**src/rtl/aes_round_ctrl_if.sv**
```systemverilog
// Handshake and datapath-control bundle between aes_round_ctrl and its neighbours.
// master: the round controller; slave: host, key schedule and round datapath.
interface aes_round_ctrl_if;
  logic       in_valid;
  logic       in_ready;
  logic       out_valid;
  logic       out_ready;
  logic       key_req;
  logic       key_ack;
  logic [3:0] round_idx;
  logic       dp_load;
  logic       dp_sub_en;
  logic       dp_shift_en;
  logic       dp_mix_en;
  logic       dp_ark_en;
  logic       dp_capture;
  logic       busy;

  modport master (
    input  in_valid, out_ready, key_ack,
    output in_ready, out_valid, key_req, round_idx,
    output dp_load, dp_sub_en, dp_shift_en, dp_mix_en, dp_ark_en, dp_capture, busy
  );

  modport slave (
    output in_valid, out_ready, key_ack,
    input  in_ready, out_valid, key_req, round_idx,
    input  dp_load, dp_sub_en, dp_shift_en, dp_mix_en, dp_ark_en, dp_capture, busy
  );
endinterface

```
**src/rtl/aes_round_ctrl.sv**
```systemverilog
// Iterative AES round sequencer: load, per-round key fetch, stage strobes, result handshake.
// Optional AES_CTRL_ABORT_EN adds an abort input that drops any in-flight block.
module aes_round_ctrl #(
  parameter int unsigned NR = 14
) (
  input  logic             clk,
  input  logic             rst,
  input  logic             en,
`ifdef AES_CTRL_ABORT_EN
  input  logic             abort,
`endif
  aes_round_ctrl_if.master bus
);

  typedef enum logic [2:0] {StIdle, StLoad, StKeyWait, StRound, StDone} state_e;

  localparam logic [3:0] LastRound = 4'(NR);

  if (!(NR == 10 || NR == 12 || NR == 14)) begin : gen_nr_check
    $error("aes_round_ctrl: NR must be 10, 12 or 14");
  end

  state_e     state_q, state_d;
  logic [3:0] round_q, round_d;
  logic       abort_req;

`ifdef AES_CTRL_ABORT_EN
  assign abort_req = abort;
`else
  assign abort_req = 1'b0;
`endif

  always_ff @(posedge clk) begin
    if (rst) begin
      state_q <= StIdle;
      round_q <= '0;
    end else begin
      state_q <= state_d;
      round_q <= round_d;
    end
  end

  // Abort outranks en; en low freezes everything, including pending key_ack.
  always_comb begin
    state_d = state_q;
    round_d = round_q;
    if (abort_req && (state_q != StIdle)) begin
      state_d = StIdle;
      round_d = '0;
    end else if (en) begin
      unique case (state_q)
        StIdle: begin
          if (bus.in_valid) begin
            state_d = StLoad;
            round_d = '0;
          end
        end
        StLoad: state_d = StKeyWait;
        StKeyWait: begin
          if (bus.key_ack) state_d = StRound;
        end
        StRound: begin
          if (round_q < LastRound) begin
            round_d = round_q + 4'd1;
            state_d = StKeyWait;
          end else begin
            state_d = StDone;
          end
        end
        StDone: begin
          if (bus.out_ready) begin
            state_d = StIdle;
            round_d = '0;
          end
        end
        default: begin
          state_d = StIdle;
          round_d = '0;
        end
      endcase
    end
  end

  logic strobe_ok;
  assign strobe_ok = en && !abort_req;

  always_comb begin
    bus.in_ready    = 1'b0;
    bus.out_valid   = 1'b0;
    bus.key_req     = 1'b0;
    bus.dp_load     = 1'b0;
    bus.dp_sub_en   = 1'b0;
    bus.dp_shift_en = 1'b0;
    bus.dp_mix_en   = 1'b0;
    bus.dp_ark_en   = 1'b0;
    bus.dp_capture  = 1'b0;
    bus.round_idx   = round_q;
    bus.busy        = (state_q != StIdle);
    unique case (state_q)
      StIdle:    bus.in_ready = 1'b1;
      StLoad:    bus.dp_load  = strobe_ok;
      StKeyWait: bus.key_req  = 1'b1;
      StRound: begin
        // Round 0 is the whitening AddRoundKey; the last round skips MixColumns.
        if (strobe_ok) begin
          bus.dp_ark_en = 1'b1;
          if (round_q != 4'd0) begin
            bus.dp_sub_en   = 1'b1;
            bus.dp_shift_en = 1'b1;
            bus.dp_mix_en   = (round_q != LastRound);
            bus.dp_capture  = (round_q == LastRound);
          end
        end
      end
      StDone:    bus.out_valid = 1'b1;
      default:   ;
    endcase
  end

endmodule

```
**src/flat_wrapper.sv**
```systemverilog
// flat-port wrapper written by rule: the top's interface ports become plain ports
module aes_round_ctrl_flat 
#(
  parameter int unsigned NR = 14
)
  (clk, rst, en, bus_in_valid, bus_out_ready, bus_key_ack, bus_in_ready, bus_out_valid, bus_key_req, bus_round_idx, bus_dp_load, bus_dp_sub_en, bus_dp_shift_en, bus_dp_mix_en, bus_dp_ark_en, bus_dp_capture, bus_busy);
  aes_round_ctrl_if bus_i ();
  input  logic clk;
  input  logic rst;
  input  logic en;
  input wire logic [$bits(bus_i.in_valid)-1:0] bus_in_valid;
  input wire logic [$bits(bus_i.out_ready)-1:0] bus_out_ready;
  input wire logic [$bits(bus_i.key_ack)-1:0] bus_key_ack;
  output wire logic [$bits(bus_i.in_ready)-1:0] bus_in_ready;
  output wire logic [$bits(bus_i.out_valid)-1:0] bus_out_valid;
  output wire logic [$bits(bus_i.key_req)-1:0] bus_key_req;
  output wire logic [$bits(bus_i.round_idx)-1:0] bus_round_idx;
  output wire logic [$bits(bus_i.dp_load)-1:0] bus_dp_load;
  output wire logic [$bits(bus_i.dp_sub_en)-1:0] bus_dp_sub_en;
  output wire logic [$bits(bus_i.dp_shift_en)-1:0] bus_dp_shift_en;
  output wire logic [$bits(bus_i.dp_mix_en)-1:0] bus_dp_mix_en;
  output wire logic [$bits(bus_i.dp_ark_en)-1:0] bus_dp_ark_en;
  output wire logic [$bits(bus_i.dp_capture)-1:0] bus_dp_capture;
  output wire logic [$bits(bus_i.busy)-1:0] bus_busy;
  assign bus_i.in_valid = bus_in_valid;
  assign bus_i.out_ready = bus_out_ready;
  assign bus_i.key_ack = bus_key_ack;
  assign bus_in_ready = bus_i.in_ready;
  assign bus_out_valid = bus_i.out_valid;
  assign bus_key_req = bus_i.key_req;
  assign bus_round_idx = bus_i.round_idx;
  assign bus_dp_load = bus_i.dp_load;
  assign bus_dp_sub_en = bus_i.dp_sub_en;
  assign bus_dp_shift_en = bus_i.dp_shift_en;
  assign bus_dp_mix_en = bus_i.dp_mix_en;
  assign bus_dp_ark_en = bus_i.dp_ark_en;
  assign bus_dp_capture = bus_i.dp_capture;
  assign bus_busy = bus_i.busy;
  aes_round_ctrl #(.NR(NR)) u_core (.clk(clk), .rst(rst), .en(en), .bus(bus_i));
endmodule
```
**config.mk**
```make
export PLATFORM = sky130hd
export DESIGN_NAME = aes_round_ctrl_flat
export DESIGN_NICKNAME = d
export VERILOG_FILES = /design/src/rtl/aes_round_ctrl_if.sv /design/src/rtl/aes_round_ctrl.sv /design/src/flat_wrapper.sv
export SDC_FILE = /design/constraint.sdc
export NUM_CORES = 1
export LEC_CHECK = 0
export CAP_MARGIN = 10
export CORE_AREA = 2 2 39 41
export DETAILED_ROUTE_END_ITERATION = 8
export DIE_AREA = 0 0 41 43
export DONT_BUFFER_PORTS = 1
export PLACE_DENSITY = 0.58
export SLEW_MARGIN = 20
export SYNTH_ARGS = -nofsm -noshare
export SYNTH_HDL_FRONTEND = slang
export SYNTH_SLANG_ARGS = --single-unit
```
**constraint.sdc**
```tcl
create_clock -name clk -period 1.85 [get_ports clk]
set_clock_uncertainty 0.05 [all_clocks]
set_input_delay 0.185 -clock clk [delete_from_list [all_inputs] [get_ports clk]]
set_output_delay 0.185 -clock clk [all_outputs]
set_load 0.05 [all_outputs]
```
---- After elaboration in Yosys (flattened, before gate mapping) ----
Cells that the tools add are included.
word-level totals
  bits in registers ....................... 7
  bits in latches ......................... 0
  memory bits (writable) .................. 0
  memory bits (read-only) ................. 0
  input bits .............................. 6
  output and inout port bits .............. 14
  word-level logic and storage cells ...... 45
  memories ................................ 0
operators by class
  add/subtract/negate cells ............... 1
  multiply operators ...................... 0
  divide/modulo/power cells ............... 0
  order comparisons ....................... 1
  equal/unequal tests ..................... 10
  shift-type cells ........................ 0
  muxes and demuxes ....................... 24
  bitwise operators ....................... 1
  reductions and logical operators ........ 6
operators by type and width
  kind                 count
  $pmux 4 s4           1
  $mux 1               15
  $pmux 3 s5           1
  $mux 3               4
  $mux 4               3
  $eq 3x2->1 const B   2
  $ne 2x2->1 const B   3
  $reduce_and 5->1     1
  $add 4x1->4 const B  1
  $eq 4x4->1 const B   1
  $lt 4x4->1 const B   1
  $ne 4x4->1 const B   1
  $reduce_and 4->1     1
  $reduce_bool 4->1    1
  $eq 3x1->1 const B   1
  $eq 3x3->1 const B   1
  $logic_not 3->1      1
  $reduce_bool 3->1    1
  $ne 2x1->1 const B   1
  $reduce_or 2->1      1
  $not 1->1            1

---- Longest topological paths before layout ----
Gate-level depths: netlist (run 1).
  word-level depth ........................ 4
  mapped depth ............................ 6
  mapped depth without buffers ............ 5

---- Worst setup path after synthesis (run 1) ----
No wires, ideal clock.
  path kind ............................... register to output
  start ................................... reg u_core.round_q[0], in the netlist u_core.bus.round_idx[0]
  end ..................................... out bus_dp_mix_en
  data arrival time ....................... 2.370 ns
  required time ........................... 1.615 ns
  path slack .............................. -0.755 ns
  stages on the path, launching flop included .. 5
  buffers on the path ..................... 0
  cells stage by stage .................... dfxtp_1 > inv_1 > ha_1 > nor3b_1 > nor3b_1
on the way
  cells in the longest elaborated chain, start to end .. 4
  elaborated cells between the ends (all ways) .. 5
  classes of those cells .................. 1 x eq/ne; 3 x mux; 1 x reduce/logical
RTL lines
  what                                                    RTL line                                      RTL
  start: declaration                                      aes_round_ctrl.sv:24                          logic [3:0] round_q, round_d;
  start signal: assignment                                aes_round_ctrl.sv:39                          round_q <= round_d;
  $ne 4x4->1 / $reduce_bool 4->1 (equally long branches)  aes_round_ctrl.sv:110, aes_round_ctrl.sv:107
  $mux 1 *                                                aes_round_ctrl.sv:107                         if (round_q != 4'd0) begin
  $mux 1 *                                                aes_round_ctrl.sv:105                         if (strobe_ok) begin
  $mux 1 *                                                aes_round_ctrl.sv:99                          unique case (state_q)
  end: declaration                                        flat_wrapper.sv:21                            output wire logic [$bits(bus_i.dp_mix_en)-1:0] bus_dp_mix_en;
Mark *: on every way between the ends. The rest lies on a longest branch, timed or not.

---- Worst setup path in the final report (run 1) ----
  start ................................... reg u_core.state_q[2]
  end ..................................... out bus_dp_mix_en
on the way
  cells in the longest elaborated chain, start to end .. 2
RTL lines
  what                      RTL line              RTL
  start: declaration        aes_round_ctrl.sv:23  state_e state_q, state_d;
  start signal: assignment  aes_round_ctrl.sv:35  state_q <= StIdle;
  start signal: assignment  aes_round_ctrl.sv:38  state_q <= state_d;
  $eq 3x2->1                aes_round_ctrl.sv:99
  $mux 1                    aes_round_ctrl.sv:99
Every way passes these cells.

==> metrics.yaml, run 1 <==
critical_path:
  crit_chain: "buf_4, nor2_1, nand2_1, nor3b_2, buf_4"
  crit_path_max_incr_delay_ps: 320
  arrival_ps: 1490
  crit_type: "register to output pin"
  crit_top_cell: "buf_4"
  cp.required_ps: 1620
  crit_slowest_cell: "dfxtp_1"
  end_kind: "output pin"
  crit_fanout: 10
  start_kind: "register"
die:
  die_x_um: 41
  ios: 20
  die_h_um: 43
  rows: 14
  start_util_pct: 39.9
  dieArea_um2: 1760
  core_um2: 1380
sta:
  whs_ps: 62.4
  hold_viol: 0
  max_freq_mhz: 579
  period_needed_ps: 1730
  tightest_slew_ps: 418
  rsz0062_at_grt: "false"
  fin_crit_sh_pct: 93.4
  max-slew-margin-rel_pct: 72.1
  setup-violations-final: 0
  drv_slew: 0
synth:
  netlist_area_um2: 552
  synthTopCellsByArea: "dfxtp_1 25%, nor3b_1 8.2%, ha_1 6.8%"
  synth_seq_cells: 7
  netlist_instances: 65
  synth_top_cell_by_area: "dfxtp_1"
  syn_area_per_cell_um2: 8.49
  netlist.area_leader.share_pct: 25.4
  yosysWarnings: 0
  ys_seq_area_share_pct: 25.4
  syn_nets: 74
  ys_types: 25
pwr:
  leakage_nw: 0.319
  switchingPower_w: 0.000140
  cellPowerDensity_nw_per_um2: 573
  pwr-share-comb_pct: 25.3
  vdd_ir_drop_max_mv: 0.423
  clockPowerShare_pct: 34.7
  p_int_w: 0.000275
  p_total_w: 0.000415
  pwr-share-seq_pct: 40.0
  p_sw_share_pct: 33.8
finish:
  multi_input_area_um2: 368
  n_antenna_cell: 0
  area_growth_pct: 31.3
  finalInstanceArea_um2: 724
  nFillCells: 134
  seqCellArea_um2: 145
  drive_gt1_share_pct: 40.7
  finalNonFillerCells: 97
  layout.nets: 91
place:
  gp_congestion: 0.756
  dp.cells: 91
  placed_cell_area_um2: 669
  detailed_place_hpwl_um: 891
  io_buffer_count: 0
clock_network:
  clock_path_buffers: 2
  clockRootBuffer: "clkbuf_4"
  htreeDepth: 1
  cts_setup_buffers: 0
  clock-sinks: 7
  insertion_delay_ps: 260
  clk_pin_slew_ps: 60
  cts_tree: "done"
  cts_buffers: 3
run:
  cap_violations: 0
route:
  wl_um: 1150
  detail_route.iter0.violations: 10
  dr.pass1.iters: 4
  viasPerCell: 5.10
  ant_nets: 0
  via_count: 495
  wl_per_cell_um: 11.9
  post-route-drc-count: 0
global_routing:
  grt_max_degree: 11
  grt_pass1_wl_um: 1810
  antenna_found_initial: 0
  grt_pass1_vias: 445
  grt_usage_pct: 15.4
  grt-ovfl-total: 0
run_status:
  status: "finished, final reports clean"
hold_path:
  hold_class: "primary input to register"
==> final timing paths <==
check	from	endpoint	slack, ps	depth (start not counted)
worst max-delay path	u_core.state_q[2]$_SDFFE_PP0P_	bus_dp_mix_en	120	5
worst min-delay path	rst	u_core.bus.round_idx[3]$_SDFFE_PP0P_	60	2
worst max register to register	u_core.state_q[2]$_SDFFE_PP0P_	u_core.bus.round_idx[1]$_SDFFE_PP0P_	310	4
worst min register to register	u_core.bus.round_idx[0]$_SDFFE_PP0P_	u_core.bus.round_idx[0]$_SDFFE_PP0P_	520	2
==> stage by stage <==
step | setup TNS (ps) | setup WS [ps] | util [%]
after floorplan | -97.8 | -90.8 | -
after global placement | 0 | 326 | 48.4
after detailed placement | 0 | 295 | 48.4
after CTS | 0 | 2.27 | 51.8
after global routing | 0 | 25.8 | 52.4
final | 0 | 122 | 52.4
==> cell usage after synthesis (all sizes together) <==
cell type,instances
dfxtp,7
nand2,7
nor2,7
nor3b,6
buf,5
inv,5
a21oi,4
ha,3
nand3,3
a211oi,2
mux2,2
mux2i,2
nor3,2
o21bai,2
o32ai,2
a31oi,1
nand2b,1
o21ai,1
o31ai,1
or2,1
or3,1
==> cell usage in the layout, fill, tap and decap left out, types with 4 or more instances in the layout <==
cell      n
buf_4    14
nor2_1    6
dfxtp_2   4
a21oi_1   4
nand2_1   6
nor3b_2   4
inv_1     5
==> layout make-up <==
cell class	count	area share [%]
Timing Repair Buffer	17	20.0
Inverter	5	2.59
Sequential cell	7	20.0
Tap cell	16	2.76
Clock inverter	1	0.691
Clock buffer	3	3.11
Multi-Input combinational cell	48	50.8
==> flip-flops by register name (all words and copies together) (netlist names) <==
name / count
u_core.bus.round_idx: 4
u_core.state_q: 3
==> logic make-up (layout without fill, tap and decap cells) <==
kind of cell | Yosys count | after routing | share of synthesized area (%)
AO/OA/AOI/OAI | 13 | 13 | 18.1
adder cells (fa/ha/maj) | 3 | 3 | 6.80
buffers and inverters | 10 | 26 | 13.8
flip-flops | 7 | 7 | 25.4
multiplexers | 4 | 4 | 8.39
AND/OR/NAND/NOR | 28 | 28 | 27.4
==> timing repair <==
action | CTS | global route
setup endpoints to repair | 0 | 3
hold buffers | 2 | 0
hold endpoints to repair | 6 | 0
resized for setup | 0 | 3
==> critical path: cells and delay by family (launching register included) <==
kind / cells / cell delay, ps
DFF: 1 / 320
buffers and inverters: 2 / 390
and+or+nand+nor: 3 / 520
==> layer usage <==
layer	GRT usage, %	wire length (µm)	vias up
li1	-	-	261
met1	18.9	527	218
met2	23.1	536	13
met3	7.85	73	3
met4	4.00	17	0
met5	0	0	-
==> power groups by stage <==
stage | sequential, W | combinational (W) | clock (W)
after floorplan | 0.000163 | 0.0000944 | 0
after global placement | 0.000168 | 0.0000988 | 0
after CTS | 0.000165 | 0.000105 | 0.000150
final | 0.000166 | 0.000105 | 0.000144
after global routing | 0.000166 | 0.000111 | 0.000156
after detailed placement | 0.000168 | 0.0000997 | 0
No activity file was read; power rests on OpenSTA's default activity.
==> run 2: changes to the inputs <==
ABC_AREA = 1   (was not set)
==> run 2 against run 1 <==
  * Synthesized cell count up 40%
  * Wire length up 4.2%
  * Die area unchanged
  * Register-to-register slack better by 240 ps
  * Combinational power rose to 2.8 times the previous value
  * Flip-flop and latch count unchanged
  * Via count up 16%
  * Core utilization down 1.7 points
==> metrics.yaml, run 2 <==
pwr:
  cellPowerDensity_nw_per_um2: 936
  vdd_ir_drop_max_mv: 0.392
  leakage_nw: 0.339
sta:
  fin_crit_sh_pct: 93.7
  tightest_slew_ps: 416
  max_freq_mhz: 577
  setup-violations-final: 0
  max-slew-margin-rel_pct: 72.2
  hold_viol: 0
  drv_slew: 0
  whs_ps: 108
  tns_ps: 0
  rsz0062_at_grt: "false"
  period_needed_ps: 1730
global_routing:
  antenna_found_initial: 0
  grt_pass1_vias: 495
  grt-ovfl-total: 0
  grt_usage_pct: 16.8
  grt_max_degree: 8
  grt_pass1_wl_um: 2000
critical_path:
  r2r_start: "u_core.state_q[2]$_SDFFE_PP0P_"
  cp-startpoint: "u_core.bus.round_idx[1]$_SDFFE_PP0P_"
  start_kind: "register"
  arrival_ps: 1500
  cp.required_ps: 1620
  crit_type: "register to output pin"
  end_kind: "output pin"
  crit_fanout: 6
  rr_worst_depth: 6
synth:
  synthFlopType: "dfxtp_1"
  ys_seq_area_share_pct: 25.3
  netlist_area_um2: 553
  syn_area_per_cell_um2: 6.08
  ys_types: 20
  synthArstFlopShare_pct: 0
  synth_seq_cells: 7
  netlist_instances: 91
  syn_nets: 100
  yosysWarnings: 0
  synth_top_cell_by_area: "dfxtp_1"
  netlist.area_leader.share_pct: 25.3
  synthTopCellsByCount: "22 x nand2_1, 19 x nor2_1, 10 x inv_1"
  synth-edff-count: 0
  synthTopCellsByArea: "dfxtp_1 25%, nand2_1 15%, nor2_1 13%"
  yosysMostFrequentCell: "nand2_1"
route:
  post-route-drc-count: 0
  wl_um: 1200
  via_count: 575
  ant_nets: 0
  wl_per_cell_um: 10.0
  viasPerCell: 4.79
  detail_route.iter0.violations: 10
  dr.pass1.iters: 4
clock_network:
  clockRootBuffer: "clkbuf_4"
  clk_pin_slew_ps: 50
  htreeDepth: 1
  cts_tree: "done"
  insertion_delay_ps: 250
  clock_path_buffers: 2
  clock-sinks: 7
  cts_buffers: 3
finish:
  final_util_pct: 50.6
  final_common_cell: "nand2_1"
  layout.nets: 114
  seqCellArea_um2: 150
  finalNonFillerCells: 120
  multi_input_area_um2: 377
  largest_reg_flops: 4
  nFillCells: 158
  final_cell_mix: "22 x nand2_1, 19 x nor2_1, 9 x inv_1, 8 x buf_4, 6 x nand3_1"
  drive_gt1_share_pct: 31.7
  n_antenna_cell: 0
  area_growth_pct: 26.7
place:
  io_buffer_count: 0
  detailed_place_hpwl_um: 982
  dp.cells: 115
  gp_congestion: 0.785
die:
  die_x_um: 41
  dieArea_um2: 1760
  start_util_pct: 40.0
  ios: 20
  die_h_um: 43
  core_um2: 1380
  rows: 14
run_status:
  status: "finished, final reports clean"
hold_path:
  min-delay-start: "rst"
  hold_depth: 3
  hold_class: "primary input to register"
run:
  cap_violations: 0
## run 2: cell types whose count changed in the layout (fill, tap and decap cells not counted), moves of 3 or more
cell and change:
nor3b_2 -4, nand2_2 +4, inv_1 +4, buf_4 -6, nand3_1 +3, nor2_2 +4
nor2_1 +13, nand2_1 +16
## run 2: path summary, 6_finish.rpt
check	to	slack, ps
setup reg to reg	u_core.bus.round_idx[2]$_SDFFE_PP0P_	550
hold / removal	u_core.bus.round_idx[0]$_SDFFE_PP0P_	110
hold reg to reg	u_core.bus.round_idx[2]$_SDFFE_PP0P_	430
setup / recovery	bus_dp_mix_en	120
## run 2: report_power, final
part           leakage, nW  switching [W]  internal [W]
Combinational        0.265       0.000203     0.0000858
Clock               0.0150      0.0000558     0.0000823
Sequential          0.0597      0.0000543      0.000174
Total                0.339       0.000314      0.000342
## run 2: metal layers
layer / vias up / part of all wire (%) / global-route usage, %
met5: - / 0 / 0
met4: 0 / 0.75 / 10.0
met3: 2 / 7.2 / 3.14
met2: 19 / 48 / 24.7
met1: 245 / 44 / 21.6
li1: 309 / - / -
## run 2: repair_timing
item                                   in CTS  in global routing
hold buffers                                1                  0
endpoints found under the hold margin       2                  0
resized for setup                           0                  1
setup buffers                               0                  0
setup endpoints to repair                   0                  2
## run 2: logic make-up after synthesis
family                     Yosys count  share of synthesized area, %
AOI/OAI and AO/OA                    5                          5.88
adders and majority gates            3                          6.79
DFF                                  7                          25.3
and+or+nand+nor                     63                          52.3
buffers and inverters               13                          9.73
## run 2: per-stage QoR
step / power, W / instance area, µm² / setup WS [ps]
detailed placement: 0.000519 / 661 / 343
global route: 0.000708 / 701 / 31.9
floorplan: 0.000458 / 581 / 3.93
CTS: 0.000666 / 697 / 64.3
finish: 0.000656 / 701 / 116
global placement: 0.000516 / 661 / 380
## run 2: worst max-delay path, cell delays in order (launching register included)
cell and delay, ps:
dfxtp_4 460, inv_1 90, ha_2 200, a211oi_4 230, and2_4 270
## run 2: layout make-up
type,count,area share (%)
tap,16,2.86
timing repair buffer,10,11.6
sequential,7,21.4
multi-input combinational,71,53.7
inverter,12,6.61
clock buffer,4,3.75
==> run 3: changes to the inputs <==
BUFFER_PORTS_ARGS = -buffer_cell sky130_fd_sc_hd__buf_2   (was not set)
DONT_BUFFER_PORTS = not set   (was 1)
PLACE_DENSITY = 0.71   (was 0.58)
SLEW_MARGIN = 30   (was 20)
clock period = 2.06 ns   (was 1.85 ns; I/O delays follow)
==> run 3 against run 2 <==
  * Cell area is 0.36% higher
  * Register-to-register slack better by 200 ps
  * Final cell count is 7.5% higher
  * Sequential power is 20% lower
  * Clock-buffer cell count stayed put
  * Non-clock buffer count is 9 higher
  * Critical path type unchanged
  * Largest power group unchanged
  * Combinational power is 3% lower
  * Die area stayed put
  * Sequential share of layout area is 1.1 points lower
  * Global-route usage is 0.37 points lower
  * Total power is 10% lower
==> metrics.yaml, run 3 (same netlist as run 2, synthesis figures left out) <==
clock_network:
  cts_tree: "done"
  htreeDepth: 1
  cts_setup_buffers: 0
  hold_buffers: 0
  cts_buffers: 3
  clockRootBuffer: "clkbuf_4"
  clock-sinks: 7
  insertion_delay_ps: 250
  clk_pin_slew_ps: 50
  cts_resized: 0
  clock_path_buffers: 2
die:
  core_um2: 1380
  ios: 20
  start_util_pct: 40.0
  die_x_um: 41
  rows: 14
  dieArea_um2: 1760
  die_h_um: 43
finish:
  final_common_cell: "nand2_1"
  drive_gt1_share_pct: 34.5
  largest_reg_flops: 4
  final_cell_mix: "22 x nand2_1, 19 x nor2_1, 19 x buf_2, 10 x inv_1, 6 x nand3_1"
  final_util_pct: 50.8
  layout.nets: 123
  n_antenna_cell: 0
  area_growth_pct: 27.1
critical_path:
  crit_fanout: 7
  cp.required_ps: 1800
  cp-startpoint: "u_core.state_q[1]$_SDFFE_PP0P_"
  r2r-end: "u_core.bus.round_idx[1]$_SDFFE_PP0P_"
  r2r_start: "u_core.state_q[1]$_SDFFE_PP0P_"
  end_kind: "output pin"
  crit_path_end: "bus_dp_mix_en"
  rr_worst_depth: 7
  start_kind: "register"
  arrival_ps: 1600
  crit_type: "register to output pin"
  rrSetupSlack_ps: 750
sta:
  rsz0062_at_grt: "false"
  max_freq_mhz: 539
  max-slew-margin-rel_pct: 80.7
  period_needed_ps: 1860
  tightest_slew_ps: 288
  hold_viol: 0
  fin_crit_sh_pct: 90.1
  setup-violations-final: 0
  whs_ps: 94.8
  drv_slew: 0
route:
  route.met3.wl_um: 59
  via_count: 611
  routed.top_layer: "met4"
  wl_um: 1230
  detail_route.iter0.violations: 7
  post-route-drc-count: 0
  drt-met1-wl_um: 551
  ant_nets: 0
  viasPerCell: 4.74
  wl_met2_um: 602
  wl_per_cell_um: 9.54
  dr.pass1.iters: 4
pwr:
  leakage_nw: 0.378
  pwr-share-comb_pct: 47.7
  p_sw_share_pct: 48.7
  clockPowerShare_pct: 21.3
  pwr-share-seq_pct: 31.0
  switchingPower_w: 0.000286
  p_int_w: 0.000301
  cellPowerDensity_nw_per_um2: 835
  p_total_w: 0.000587
  vdd_ir_drop_max_mv: 0.333
global_routing:
  grt_max_degree: 9
  grt_usage_pct: 16.4
  grt_pass1_wl_um: 1920
  grt_pass1_vias: 493
  antenna_found_initial: 0
  grt-ovfl-total: 0
run:
  cap_violations: 0
place:
  detailed_place_hpwl_um: 972
  io_buffer_count: 19
  gp_congestion: 0.779
run_status:
  status: "finished, final reports clean"
hold_path:
  hold_class: "primary input to register"
run 3: worst min-delay path by stage:
stage	from	end	slack [ps]	depth (start not counted)
after floorplan	rst	u_core.bus.round_idx[2]$_SDFFE_PP0P_	230	1
after global placement	rst	u_core.state_q[0]$_SDFFE_PP0P_	350	2
after detailed placement	rst	u_core.bus.round_idx[2]$_SDFFE_PP0P_	350	2
after CTS	rst	u_core.bus.round_idx[2]$_SDFFE_PP0P_	90	2
after global routing	rst	u_core.bus.round_idx[2]$_SDFFE_PP0P_	110	2
final	rst	u_core.bus.round_idx[2]$_SDFFE_PP0P_	90	2
run 3: routing by layer:
layer | vias up | track usage [%]
met5 | - | 0
met4 | 0 | 12.0
met3 | 2 | 3.14
met2 | 12 | 25.6
met1 | 271 | 18.4
li1 | 326 | -
run 3: final cells by class:
| type | count | area, µm² |
|---|---|---|
| Inverter | 12 | 46.3 |
| Timing Repair Buffer | 19 | 95.1 |
| Clock buffer | 4 | 26.3 |
| Tap cell | 16 | 20.0 |
| Fill cell | 146 | 681 |
| Sequential cell | 7 | 143 |
| Multi-Input combinational cell | 71 | 373 |
run 3: power groups by stage:
| stage | registers (W) | clock network [W] | logic (W) |
|---|---|---|---|
| detailed placement | 0.000184 | 0 | 0.000280 |
| global placement | 0.000183 | 0 | 0.000276 |
| global route | 0.000186 | 0.000134 | 0.000307 |
| floorplan | 0.000212 | 0 | 0.000196 |
| finish | 0.000182 | 0.000125 | 0.000280 |
| CTS | 0.000182 | 0.000129 | 0.000283 |
run 3: metrics by stage:
step	cell area (µm²)	setup WS, ps	std cells	setup TNS (ps)
after detailed placement	677	468	125	0
after global placement	677	508	125	0
after global routing	703	39.3	129	0
after floorplan	569	-109	91	-109
final	703	203	129	0
after CTS	703	187	129	0
run 3: worst max-delay path, stage by stage (launching register included):
cell and delay (ps):
dfxtp_1 430, nand3_1 270, a211oi_4 240, and2_2 160, buf_2 250
